File: src/rtl/ps2_key_rx_pkg.sv
// Shared scan-code constants and frame FSM state encoding for the PS/2 key receiver.
package ps2_key_rx_pkg;

    localparam logic [7:0] SC_EXT   = 8'hE0;
    localparam logic [7:0] SC_BREAK = 8'hF0;
    localparam logic [7:0] SC_SPACE = 8'h29;

    typedef enum logic [2:0] {
        ST_IDLE   = 3'd0,
        ST_RECV   = 3'd1,
        ST_PARITY = 3'd2,
        ST_STOP   = 3'd3,
        ST_DECODE = 3'd4
    } rx_state_t;

endpackage

File: src/rtl/ps2_key_if.sv
// Key event bundle from the PS/2 receiver to the game top level.
interface ps2_key_if;

    logic [7:0] key_code;
    logic       key_valid;
    logic       key_break;
    logic       key_ext;
    logic       flap;
    logic       frame_err;

    modport master (
        output key_code, key_valid, key_break, key_ext, flap, frame_err
    );

    modport slave (
        input key_code, key_valid, key_break, key_ext, flap, frame_err
    );

endinterface

File: src/rtl/ps2_clk_filter.sv
// PS/2 clock conditioner: 2-flop sync, FILTER_LEN-deep level filter, falling-edge pulse.
module ps2_clk_filter #(
    parameter int FILTER_LEN = 8
) (
    input  logic mclk,
    input  logic clr_n,
    input  logic ps2c,
    output logic fall
);

    logic [1:0]            sync;
    logic [FILTER_LEN-1:0] shreg;
    logic                  filt;
    logic                  filt_d;

    // Level only moves once the whole window agrees; anything shorter is a glitch.
    always_comb begin
        filt_d = filt;
        if (&shreg)
            filt_d = 1'b1;
        else if (~|shreg)
            filt_d = 1'b0;
    end

    always_ff @(posedge mclk or negedge clr_n) begin
        if (!clr_n) begin
            sync  <= '1;
            shreg <= '1;
            filt  <= 1'b1;
            fall  <= 1'b0;
        end else begin
            sync  <= {sync[0], ps2c};
            shreg <= {shreg[FILTER_LEN-2:0], sync[1]};
            filt  <= filt_d;
            fall  <= filt & ~filt_d;
        end
    end

endmodule

File: src/rtl/ps2_key_rx.sv
// PS/2 keyboard receiver: deserialises 11-bit frames, tracks E0/F0 prefixes, emits key events.
//
// state  | meaning
// IDLE   | line idle, waiting for start bit edge
// RECV   | shifting in 8 data bits LSB-first
// PARITY | waiting for parity bit edge
// STOP   | waiting for stop bit edge, then frame check
// DECODE | one cycle: prefix tracking or key event
module ps2_key_rx
    import ps2_key_rx_pkg::*;
#(
    parameter int         FILTER_LEN = 8,
    parameter int         TIMEOUT    = 100000,
    parameter logic [7:0] FLAP_CODE  = SC_SPACE
) (
    input  logic       mclk,
    input  logic       clr_n,
    input  logic       PS2C,
    input  logic       PS2D,
    ps2_key_if.master  key
);

    localparam int              TW       = $clog2(TIMEOUT);
    localparam logic [TW-1:0]   TMO_LOAD = TW'(TIMEOUT - 1);

    rx_state_t     state, state_d;
    logic          ps2c_fall;
    logic [1:0]    ps2d_sync;
    logic          ps2d_s;
    logic [2:0]    bit_cnt, bit_cnt_d;
    logic [7:0]    data, data_d;
    logic          par, par_d;
    logic [TW-1:0] tmo, tmo_d;
    logic          ext_pend, ext_pend_d;
    logic          brk_pend, brk_pend_d;
    logic [7:0]    code_q, code_d;
    logic          brk_q, brk_d;
    logic          ext_q, ext_d;
    logic          valid_d, flap_d, err_d;

    ps2_clk_filter #(.FILTER_LEN(FILTER_LEN)) u_clk_filter (
        .mclk  (mclk),
        .clr_n (clr_n),
        .ps2c  (PS2C),
        .fall  (ps2c_fall)
    );

    assign ps2d_s = ps2d_sync[1];

    always_comb begin
        state_d    = state;
        bit_cnt_d  = bit_cnt;
        data_d     = data;
        par_d      = par;
        tmo_d      = tmo;
        ext_pend_d = ext_pend;
        brk_pend_d = brk_pend;
        code_d     = code_q;
        brk_d      = brk_q;
        ext_d      = ext_q;
        valid_d    = 1'b0;
        flap_d     = 1'b0;
        err_d      = 1'b0;

        // Down-counter reloads on each edge; terminal count of zero means the frame stalled.
        if (ps2c_fall || state == ST_IDLE)
            tmo_d = TMO_LOAD;
        else if (tmo != '0)
            tmo_d = tmo - 1'b1;

        unique case (state)
            ST_IDLE: begin
                if (ps2c_fall) begin
                    if (!ps2d_s) begin
                        state_d   = ST_RECV;
                        bit_cnt_d = 3'd0;
                    end else begin
                        err_d = 1'b1;
                    end
                end
            end
            ST_RECV: begin
                if (ps2c_fall) begin
                    data_d    = {ps2d_s, data[7:1]};
                    bit_cnt_d = bit_cnt + 3'd1;
                    if (bit_cnt == 3'd7)
                        state_d = ST_PARITY;
                end
            end
            ST_PARITY: begin
                if (ps2c_fall) begin
                    par_d   = ps2d_s;
                    state_d = ST_STOP;
                end
            end
            ST_STOP: begin
                if (ps2c_fall) begin
                    if (ps2d_s && (^{data, par}))
                        state_d = ST_DECODE;
                    else begin
                        err_d   = 1'b1;
                        state_d = ST_IDLE;
                    end
                end
            end
            ST_DECODE: begin
                if (data == SC_EXT)
                    ext_pend_d = 1'b1;
                else if (data == SC_BREAK)
                    brk_pend_d = 1'b1;
                else begin
                    code_d     = data;
                    brk_d      = brk_pend;
                    ext_d      = ext_pend;
                    valid_d    = 1'b1;
                    flap_d     = (data == FLAP_CODE) && !brk_pend && !ext_pend;
                    ext_pend_d = 1'b0;
                    brk_pend_d = 1'b0;
                end
                state_d = ST_IDLE;
            end
            default: state_d = ST_IDLE;
        endcase

        if ((state == ST_RECV || state == ST_PARITY || state == ST_STOP)
            && !ps2c_fall && tmo == '0) begin
            err_d      = 1'b1;
            ext_pend_d = 1'b0;
            brk_pend_d = 1'b0;
            state_d    = ST_IDLE;
        end
    end

    always_ff @(posedge mclk or negedge clr_n) begin
        if (!clr_n) begin
            state         <= ST_IDLE;
            ps2d_sync     <= '1;
            bit_cnt       <= '0;
            data          <= '0;
            par           <= 1'b0;
            tmo           <= '0;
            ext_pend      <= 1'b0;
            brk_pend      <= 1'b0;
            code_q        <= '0;
            brk_q         <= 1'b0;
            ext_q         <= 1'b0;
            key.key_valid <= 1'b0;
            key.flap      <= 1'b0;
            key.frame_err <= 1'b0;
        end else begin
            state         <= state_d;
            ps2d_sync     <= {ps2d_sync[0], PS2D};
            bit_cnt       <= bit_cnt_d;
            data          <= data_d;
            par           <= par_d;
            tmo           <= tmo_d;
            ext_pend      <= ext_pend_d;
            brk_pend      <= brk_pend_d;
            code_q        <= code_d;
            brk_q         <= brk_d;
            ext_q         <= ext_d;
            key.key_valid <= valid_d;
            key.flap      <= flap_d;
            key.frame_err <= err_d;
        end
    end

    assign key.key_code  = code_q;
    assign key.key_break = brk_q;
    assign key.key_ext   = ext_q;

endmodule

File: src/flat_wrapper.sv
// flat-port wrapper written by rule: the top's interface ports become plain ports
module ps2_key_rx_flat import ps2_key_rx_pkg::*;
#(
    parameter int         FILTER_LEN = 8,
    parameter int         TIMEOUT    = 100000,
    parameter logic [7:0] FLAP_CODE  = SC_SPACE
)
  (mclk, clr_n, PS2C, PS2D, key_key_code, key_key_valid, key_key_break, key_key_ext, key_flap, key_frame_err);
  ps2_key_if key_i ();
  input  logic mclk;
  input  logic clr_n;
  input  logic PS2C;
  input  logic PS2D;
  output wire logic [$bits(key_i.key_code)-1:0] key_key_code;
  output wire logic [$bits(key_i.key_valid)-1:0] key_key_valid;
  output wire logic [$bits(key_i.key_break)-1:0] key_key_break;
  output wire logic [$bits(key_i.key_ext)-1:0] key_key_ext;
  output wire logic [$bits(key_i.flap)-1:0] key_flap;
  output wire logic [$bits(key_i.frame_err)-1:0] key_frame_err;
  assign key_key_code = key_i.key_code;
  assign key_key_valid = key_i.key_valid;
  assign key_key_break = key_i.key_break;
  assign key_key_ext = key_i.key_ext;
  assign key_flap = key_i.flap;
  assign key_frame_err = key_i.frame_err;
  ps2_key_rx #(.FILTER_LEN(FILTER_LEN), .TIMEOUT(TIMEOUT), .FLAP_CODE(FLAP_CODE)) u_core (.mclk(mclk), .clr_n(clr_n), .PS2C(PS2C), .PS2D(PS2D), .key(key_i));
endmodule
File: config.mk
export PLATFORM = sky130hd
export DESIGN_NAME = ps2_key_rx_flat
export DESIGN_NICKNAME = d
export VERILOG_FILES = /design/src/rtl/ps2_key_rx_pkg.sv /design/src/rtl/ps2_key_if.sv /design/src/rtl/ps2_clk_filter.sv /design/src/rtl/ps2_key_rx.sv /design/src/flat_wrapper.sv
export SDC_FILE = /design/constraint.sdc
export NUM_CORES = 1
export LEC_CHECK = 0
export CAP_MARGIN = 20
export CORE_MARGIN = 4
export CORE_UTILIZATION = 39
export DETAILED_ROUTE_END_ITERATION = 10
export PLACE_DENSITY = 0.52
export SLEW_MARGIN = 10
export SYNTH_ARGS = -nofsm -noshare
export SYNTH_HDL_FRONTEND = slang
export SYNTH_SLANG_ARGS = --single-unit
File: constraint.sdc
create_clock -name mclk -period 2.2 [get_ports mclk]
set_input_delay 0.44 -clock mclk [delete_from_list [all_inputs] [get_ports mclk]]
set_output_delay 0.44 -clock mclk [all_outputs]
set_load 0.01 [all_outputs]
* After elaboration in Yosys (flattened, before gate mapping)
Index checks and enable logic that the tools add are counted.
Operators by class: reduce and logical (&&, ||, !) cells 27, bitwise operators 4, equal/unequal tests 19, $add $sub $neg 2, muxes and demuxes 37
Operators by type and width (number):
- two-way mux 17 bit | 2
- two-way mux 3 bit | 11
- two-way mux 1 bit | 21
- logical NOT 17 bit | 1
- nonzero test 17 bit | 1
- subtractor 17 x 1 -> 17 bit (second input constant) | 1
- equality test 8 bit (second input constant) | 2
- inequality test 3 bit (second input constant) | 5
- one-hot mux 3 bit (4 select lines) | 1
- XOR reduction 9 bit | 1
- equality test 8 x 6 -> 1 bit (second input constant) | 1
- inequality test 2 bit (second input constant) | 4
- AND reduction 2 bit | 4
- AND reduction 8 bit | 1
- OR reduction 8 bit | 1
- equality test 3 x 2 -> 1 bit (second input constant) | 2
- equality test 3 bit (second input constant) | 2
- inequality test 3 x 2 -> 1 bit (second input constant) | 2
- one-hot mux 3 bit (2 select lines) | 1
- AND reduction 6 bit | 1
- nonzero test 2 bit | 3
- logical AND 1 bit | 5
- AND reduction 4 bit | 1
- adder 3 x 1 -> 3 bit (second input constant) | 1
- other kinds (8) | 14
Word-level totals: bits of input ports 4, bits in registers 61, output and inout port bits 13

* Depth between registers and ports, before layout
Gate-level depths: netlist (run 1).
depth after elaboration 7, mapped depth 8, gate-level depth less buffers 7

* Hierarchy
A second synthesis (run 1) with hierarchy kept.
Second synthesis, totals: cells, all modules 220, area total of the unflattened synthesis 2782.7 µm²
Modules (own cells, without submodules):
- ps2_key_rx | cells each 201, seq. area each 1228.7 µm², instances 1, area an instance 2412.3 µm²
- ps2_clk_filter | cells each 19, seq. area each 314.1 µm², instances 1, area an instance 370.4 µm²

* Worst setup path before layout (run 1)
OpenSTA, ideal clock, no wires.
kind reg2reg, start point register u_core.tmo[0], end point register u_core.tmo[3], stages on the path, launching flop included 9, slack 0.361 ns, buffers on the path 1, library setup time 0.134 ns, required time 2.066 ns, data arrival time 1.705 ns, cells stage by stage dfrtp_1 -> inv_1 -> ha_1 -> nor4b_4 -> and4_1 -> buf_4 -> or4_1 -> xor2_1 -> nand2_1
Between the ends: cells in the longest elaborated chain, start to end 3, elaborated cells on any way between the ends 5
RTL lines:
- start: declaration | RTL line ps2_key_rx.sv:33 | logic [TW-1:0] tmo, tmo_d;
- start signal: assignment | RTL line ps2_key_rx.sv:156 | tmo <= tmo_d;
- subtractor 17 x 1 -> 17 bit | RTL line ps2_key_rx.sv:69 | tmo_d = tmo - 1'b1;
- two-way mux 17 bit | RTL line ps2_key_rx.sv:68 | else if (tmo != '0)
- two-way mux 17 bit | RTL line ps2_key_rx.sv:66 | if (ps2c_fall || state == ST_IDLE)
Parallel ways exist; a longest one is shown, timed or not. The select of a mux whose other input is x is not followed. A chain may end at the register's enable or synchronous reset.

* Final worst setup path (run 1)
Ends and elaborated chain as after synthesis.

==> results.cfg, run 1 <==
[logic_synthesis]
netlist_area_um2 = 2715
syn_avg_cell_area_um2 = 12.12
synth_top_area_cell = dfrtp_1
synth_xor_area_share_pct = 5.991
yosys.area_share.simple_pct = 20.05
synth.area.mux_share_pct = 7.788
yosys_register_bits = 61
synth_top_area_share_pct = 44.24
synth.top_cells.by_count = 48 x dfrtp_1, 24 x nor2_1, 23 x nand2_1
synthTopCellsByArea = dfrtp_1 44%, dfstp_2 13%, mux2_2 7.1%
ys_seq_area_share_pct = 56.82
syn-num-nets = 232
synth_top_family_by_area = simple AND/OR/NAND/NOR gates
yosysMostFrequentCell = dfrtp_1
synth_compound_gate_area_share_pct = 5.622
synth_edf_count = 0
synthAdderAreaFrac_pct = 1.843
synthArstFlopShare_pct = 100.0
ys_warn_count = 0
synth_ff_type = dfrtp_1
ys_types = 44
syn_inst = 224

[layout]
areaGrowthSynthToFinish_pct = 19.72
final_net_count = 260
instances_no_fill = 353
diodes = 0
fin_area_um2 = 3251
layout-drive-gt1-share_pct = 26.46

[sta]
max_freq_ghz = 0.4966
rsz0062_at_grt = no
hold_ws_ns = 0.01967
setup_viol = 0
tightest_slew_ns = 0.5296
fin_skew_ns = 0.006776
fin_setup_tns_ns = 0
post-route-period-util_pct = 91.53
min_period_ns = 2.014
hold_viol = 0
slew_headroom_pct = 64.40
final_max_slew_viol_count = 0

[critical_path]
reg2reg_from = u_core.tmo[0]
required_ns = 2.40
startpoint = u_core.tmo[0]
reg2reg_depth = 7
arrival_ns = 2.22
critPathMaxFanout = 7
criticalPathCategory = register to register
cp-endpoint = u_core.tmo[3]
startpoint_type = register
endpoint_kind = register
r2r_slack_ns = 0.19
worstReg2RegEnd = u_core.tmo[3]

[power]
total_power_w = 0.002318
ir_drop_v = 0.0003330
leakage_nw = 1.369
cellPowerDensity_nw_per_um2 = 713.0

[cts]
ctsHoldBuffers = 0
clock_path_buffers = 2
cts_max_level = 3
clkLatencyLatePin_ns = 0.34
cts.clk_slew.worst_paths_ns = 0.07
cts_num_sinks = 61
cts_tree = done
cts_buffers = 9
clockRootBuffer = clkbuf_8
cts_resized = 0
postCtsSetupBuffers = 0

[grt]
grt_pass1_vias = 1738
grt_pass1_wl_mm = 8.645
grtUsageTotal_pct = 13.37
grt_max_degree = 46
antenna_found_initial = 0
grt_remaining_overflow = 0

[floorplan]
die_x_um = 91.44
io_pins = 17
initial_core_util_pct = 39.96
die_h_um = 91.44
core_um2 = 6794
die_area_um2 = 8360
fp-row-count = 30

[routing]
viasPerCell = 4.861
drtIter0Drc = 60
drt-total-wl_mm = 4.808
post_drt_wl_per_cell_um = 13.62
firstDrtPassIters = 4
vias = 1716
drcViolationCount = 0
antenna_left = 0

[placement]
dp.cells = 337
dp_hpwl_mm = 3.325
place_congestion = 0.7523
port_buffers = 16
placed_area_um2 = 3027

[run]
cap_violations = 0

[hold_path]
worstHoldPathType = input pin to asynchronous set/reset pin

[run_status]
status = finished, final reports clean
-- layout by cell type, fill, tap and decap left out, types with 6 or more instances in the layout --
cell type        Yosys  routed
clkdlybuf4s50_1      0      15
buf_4                2       7
o21ai_0              8       8
clkbuf_8             0      10
xnor2_1             10      10
nand2_1             23      23
dfstp_2             13      13
nor2_1              24      24
nor3_1               7       7
mux2_2              17      17
dfrtp_1             48      48
xor2_1               6       6
-- logic make-up (layout without fill, tap and decap cells) --
kind of cell | Yosys count | after routing
compound gates | 23 | 23
xor+xnor | 17 | 17
fa+ha+maj | 4 | 4
buf+inv | 11 | 44
flops | 61 | 61
mux | 19 | 19
simple gates | 89 | 89
-- registers in the layout (all words and copies together), names as in the netlist, 2 cells and up --
signal,count
u_core.u_clk_filter.sync,2
u_core.data,8
u_core.key.key_code,8
u_core.bit_cnt,3
u_core.ps2d_sync,2
u_core.tmo,17
u_core.u_clk_filter.shreg,8
u_core.state,3
-- report_power, final --
part	leakage, nW	internal (W)	switching [W]
combinational	0.502	0.0000197	0.0000420
sequential	0.755	0.00115	0.0000105
clock	0.112	0.000666	0.000434
total	1.37	0.00183	0.000487
-- critical path: stages, from the launching register on --
cell     delay [ns]
dfrtp_1        0.41
inv_1          0.11
ha_1           0.15
nor4b_4        0.38
and4_1         0.47
or4_1          0.17
xor2_1         0.14
nand2_1        0.06
-- per-layer routing --
| metal | wire length [um] | track usage (%) | part of all wire [%] | vias to the layer above |
|---|---|---|---|---|
| li1 | - | - | - | 846 |
| met5 | 0 | 0 | 0 | - |
| met4 | 54 | 4.523 | 1.1 | 0 |
| met1 | 2282 | 17.63 | 47 | 848 |
| met2 | 2278 | 19.42 | 47 | 17 |
| met3 | 192 | 6.048 | 4.0 | 5 |
-- final cells by class --
cell class                 count  area [um2]
clock buffer                  10       137.6
timing repair buffer          24       227.7
tap                           96       120.1
multi-input combinational    152        1121
clock inverter                 6       86.33
sequential                    61        1543
inverter                       4       15.01
fill                         639        3543
-- through the flow --
stage	utilization, %	setup slack [ns]
after floorplan	-	0.3608
after global routing	47.85	0.08065
after CTS	47.85	0.1849
after detailed placement	44.55	0.1924
final	47.85	0.1863
after global placement	44.55	0.2519
-- worst min-delay path by stage --
stage                              from                  end  cells past startpoint
global route                      clr_n        u_core.tmo[3]                      1
detailed placement  u_core.ps2d_sync[0]  u_core.ps2d_sync[1]                      0
finish                            clr_n        u_core.tmo[3]                      1
global placement    u_core.ps2d_sync[0]  u_core.ps2d_sync[1]                      0
floorplan                         clr_n    u_core.bit_cnt[0]                      0
CTS                               clr_n        u_core.tmo[7]                      1
Power figures use the tool's default switching activity.
==> run 2, diff against run 1 <==
- CAP_MARGIN: 20 -> 10
==> results of run 2 <==
No change in the layout: final DEF, timing and power equal those of run 1.
==> run 3, diff against run 2 <==
- CORE_UTILIZATION: 39 -> 30
- PLACE_DENSITY: 0.52 -> 0.42
==> run 3 against run 2 <==
  * Power decreased by 5.9%
  * Critical path type unchanged
  * Die area increased by 27%
  * Worst setup slack got worse by 0.0031 ns
  * Largest cell class unchanged
  * Clock skew increased by 0.0019 ns
  * Core utilization decreased by 11 points
  * Global-route usage decreased by 2.3 points
  * Clock power decreased by 12%
  * Design area decreased by 0.58%
  * Routed wire length increased by 4.6%
==> results.cfg, run 3 (synthesis results as in run 1) <==
[run_status]
status = finished, final reports clean

[critical_path]
endpoint_kind = register
required_ns = 2.39
critPathMaxFanout = 7
path_delay_family = simple AND/OR/NAND/NOR gates
arrival_ns = 2.21
crit_buf_inv = 1
slowest_delay_ns = 0.46
startpoint_type = register
crit_chain = inv_1 -> ha_1 -> nor4b_4 -> and4_1 -> or4_1 -> xor2_1 -> nand2_1
criticalPathCategory = register to register
slowest_stage = and4_1

[floorplan]
die_area_um2 = 10640
die_h_um = 103.1
io_pins = 17
core_um2 = 8763
initial_core_util_pct = 30.98
fp-row-count = 34
die_x_um = 103.1

[layout]
register_area_um2 = 1543
largest_reg_flops = 17
diodes = 0
layout-drive-gt1-share_pct = 26.46
instances_no_fill = 365
multi_input_area_um2 = 1121
fill_cells = 896
final_net_count = 260
final_cell_mix = 48 x dfrtp_1, 24 x nor2_1, 23 x nand2_1, 17 x mux2_2, 15 x clkdlybuf4s50_1
top_register = u_core.tmo
areaGrowthSynthToFinish_pct = 19.03
final_common_cell = dfrtp_1
fin_area_um2 = 3232
finish.utilization_pct = 36.88

[routing]
firstDrtPassIters = 4
drcViolationCount = 0
viasPerCell = 4.732
post_drt_wl_per_cell_um = 13.78
vias = 1727
drt-total-wl_mm = 5.031
drtIter0Drc = 30
antenna_left = 0

[sta]
rsz0062_at_grt = no
setup_viol = 0
hold_viol = 0
fin_setup_tns_ns = 0
fin_skew_ns = 0.008685
final_max_slew_viol_count = 0
tightest_slew_ns = 0.4974
post-route-period-util_pct = 91.67
slew_headroom_pct = 66.56
max_freq_ghz = 0.4958
min_period_ns = 2.017

[power]
ir_drop_v = 0.0002853
switchingPower_w = 0.0004996
total_power_w = 0.002180
p_clk_share_pct = 44.2
cellPowerDensity_nw_per_um2 = 674.6
seqPwrFrac_pct = 53.0
p_int_w = 0.001681
leakage_nw = 1.356
swShare_pct = 22.91
combinationalPowerShare_pct = 2.8

[cts]
clock_path_buffers = 2
ctsHoldBuffers = 0
cts_num_sinks = 61
cts_tree = done
clkLatencyLatePin_ns = 0.33
cts_max_level = 3
cts_resized = 0
cts_buffers = 9
clockRootBuffer = clkbuf_8
postCtsSetupBuffers = 0
cts.clk_slew.worst_paths_ns = 0.07

[grt]
grt_pass1_wl_mm = 9.059
grtUsageTotal_pct = 11.09
antenna_found_initial = 0
grt_pass1_vias = 1841
grt_remaining_overflow = 0
grt_max_degree = 30

[placement]
dp.cells = 349
placed_area_um2 = 3042
dp_hpwl_mm = 3.477
port_buffers = 16
place_congestion = 0.6998

[hold_path]
worstHoldPathType = input pin to asynchronous set/reset pin

[run]
cap_violations = 0
## run 3: final timing paths
kind / from / end / slack [ns] / depth (start not counted)
worst min register to register: u_core.u_clk_filter.sync[1] / u_core.u_clk_filter.shreg[0] / 0.36 / 0
max in group asynchronous: clr_n / u_core.u_clk_filter.filt / 1.62 / 2
worst min-delay path: clr_n / u_core.u_clk_filter.shreg[2] / 0.17 / 1
worst max-delay path: u_core.tmo[0] / u_core.tmo[3] / 0.18 / 7
min in group mclk: u_core.u_clk_filter.sync[1] / u_core.u_clk_filter.shreg[0] / 0.36 / 0
worst max register to register: u_core.tmo[0] / u_core.tmo[3] / 0.18 / 7
## run 3: layout make-up
class | instances | share of cell area (%)
flip-flops and latches | 61 | 47.74
multi-input cells | 152 | 34.69
repair buffers | 24 | 7.046
well taps | 108 | 4.181
clock buffers | 9 | 3.833
clock inverters | 7 | 2.052
inverters | 4 | 0.4646
## run 3: routing by layer
layer / routed length (um) / global-route usage (%) / share of wire [%]
met4: 96 / 4.781 / 1.9
met3: 146 / 3.654 / 2.9
met5: 0 / 0 / 0
met1: 2423 / 13.55 / 48
met2: 2364 / 17.91 / 47
## run 3: stage by stage
| step | hold WS (ns) | setup slack [ns] |
|---|---|---|
| 2_1_floorplan | 0.1444 | 0.3608 |
| 3_3_place_gp | 0.3460 | 0.2361 |
| 3_5_place_dp | 0.3479 | 0.1870 |
| 4_1_cts | 0.1659 | 0.1703 |
| 5_1_grt | 0.1747 | 0.02210 |
| 6_report | 0.1686 | 0.1832 |
## run 3: power groups by stage
stage / Clock [W] / Combinational (W) / Sequential, W
after floorplan: 0 / 0.0000236 / 0.00117
after global placement: 0 / 0.0000668 / 0.00118
after detailed placement: 0 / 0.0000655 / 0.00118
after CTS: 0.00100 / 0.0000655 / 0.00116
after global routing: 0.00106 / 0.0000736 / 0.00116
final: 0.000963 / 0.0000618 / 0.00116
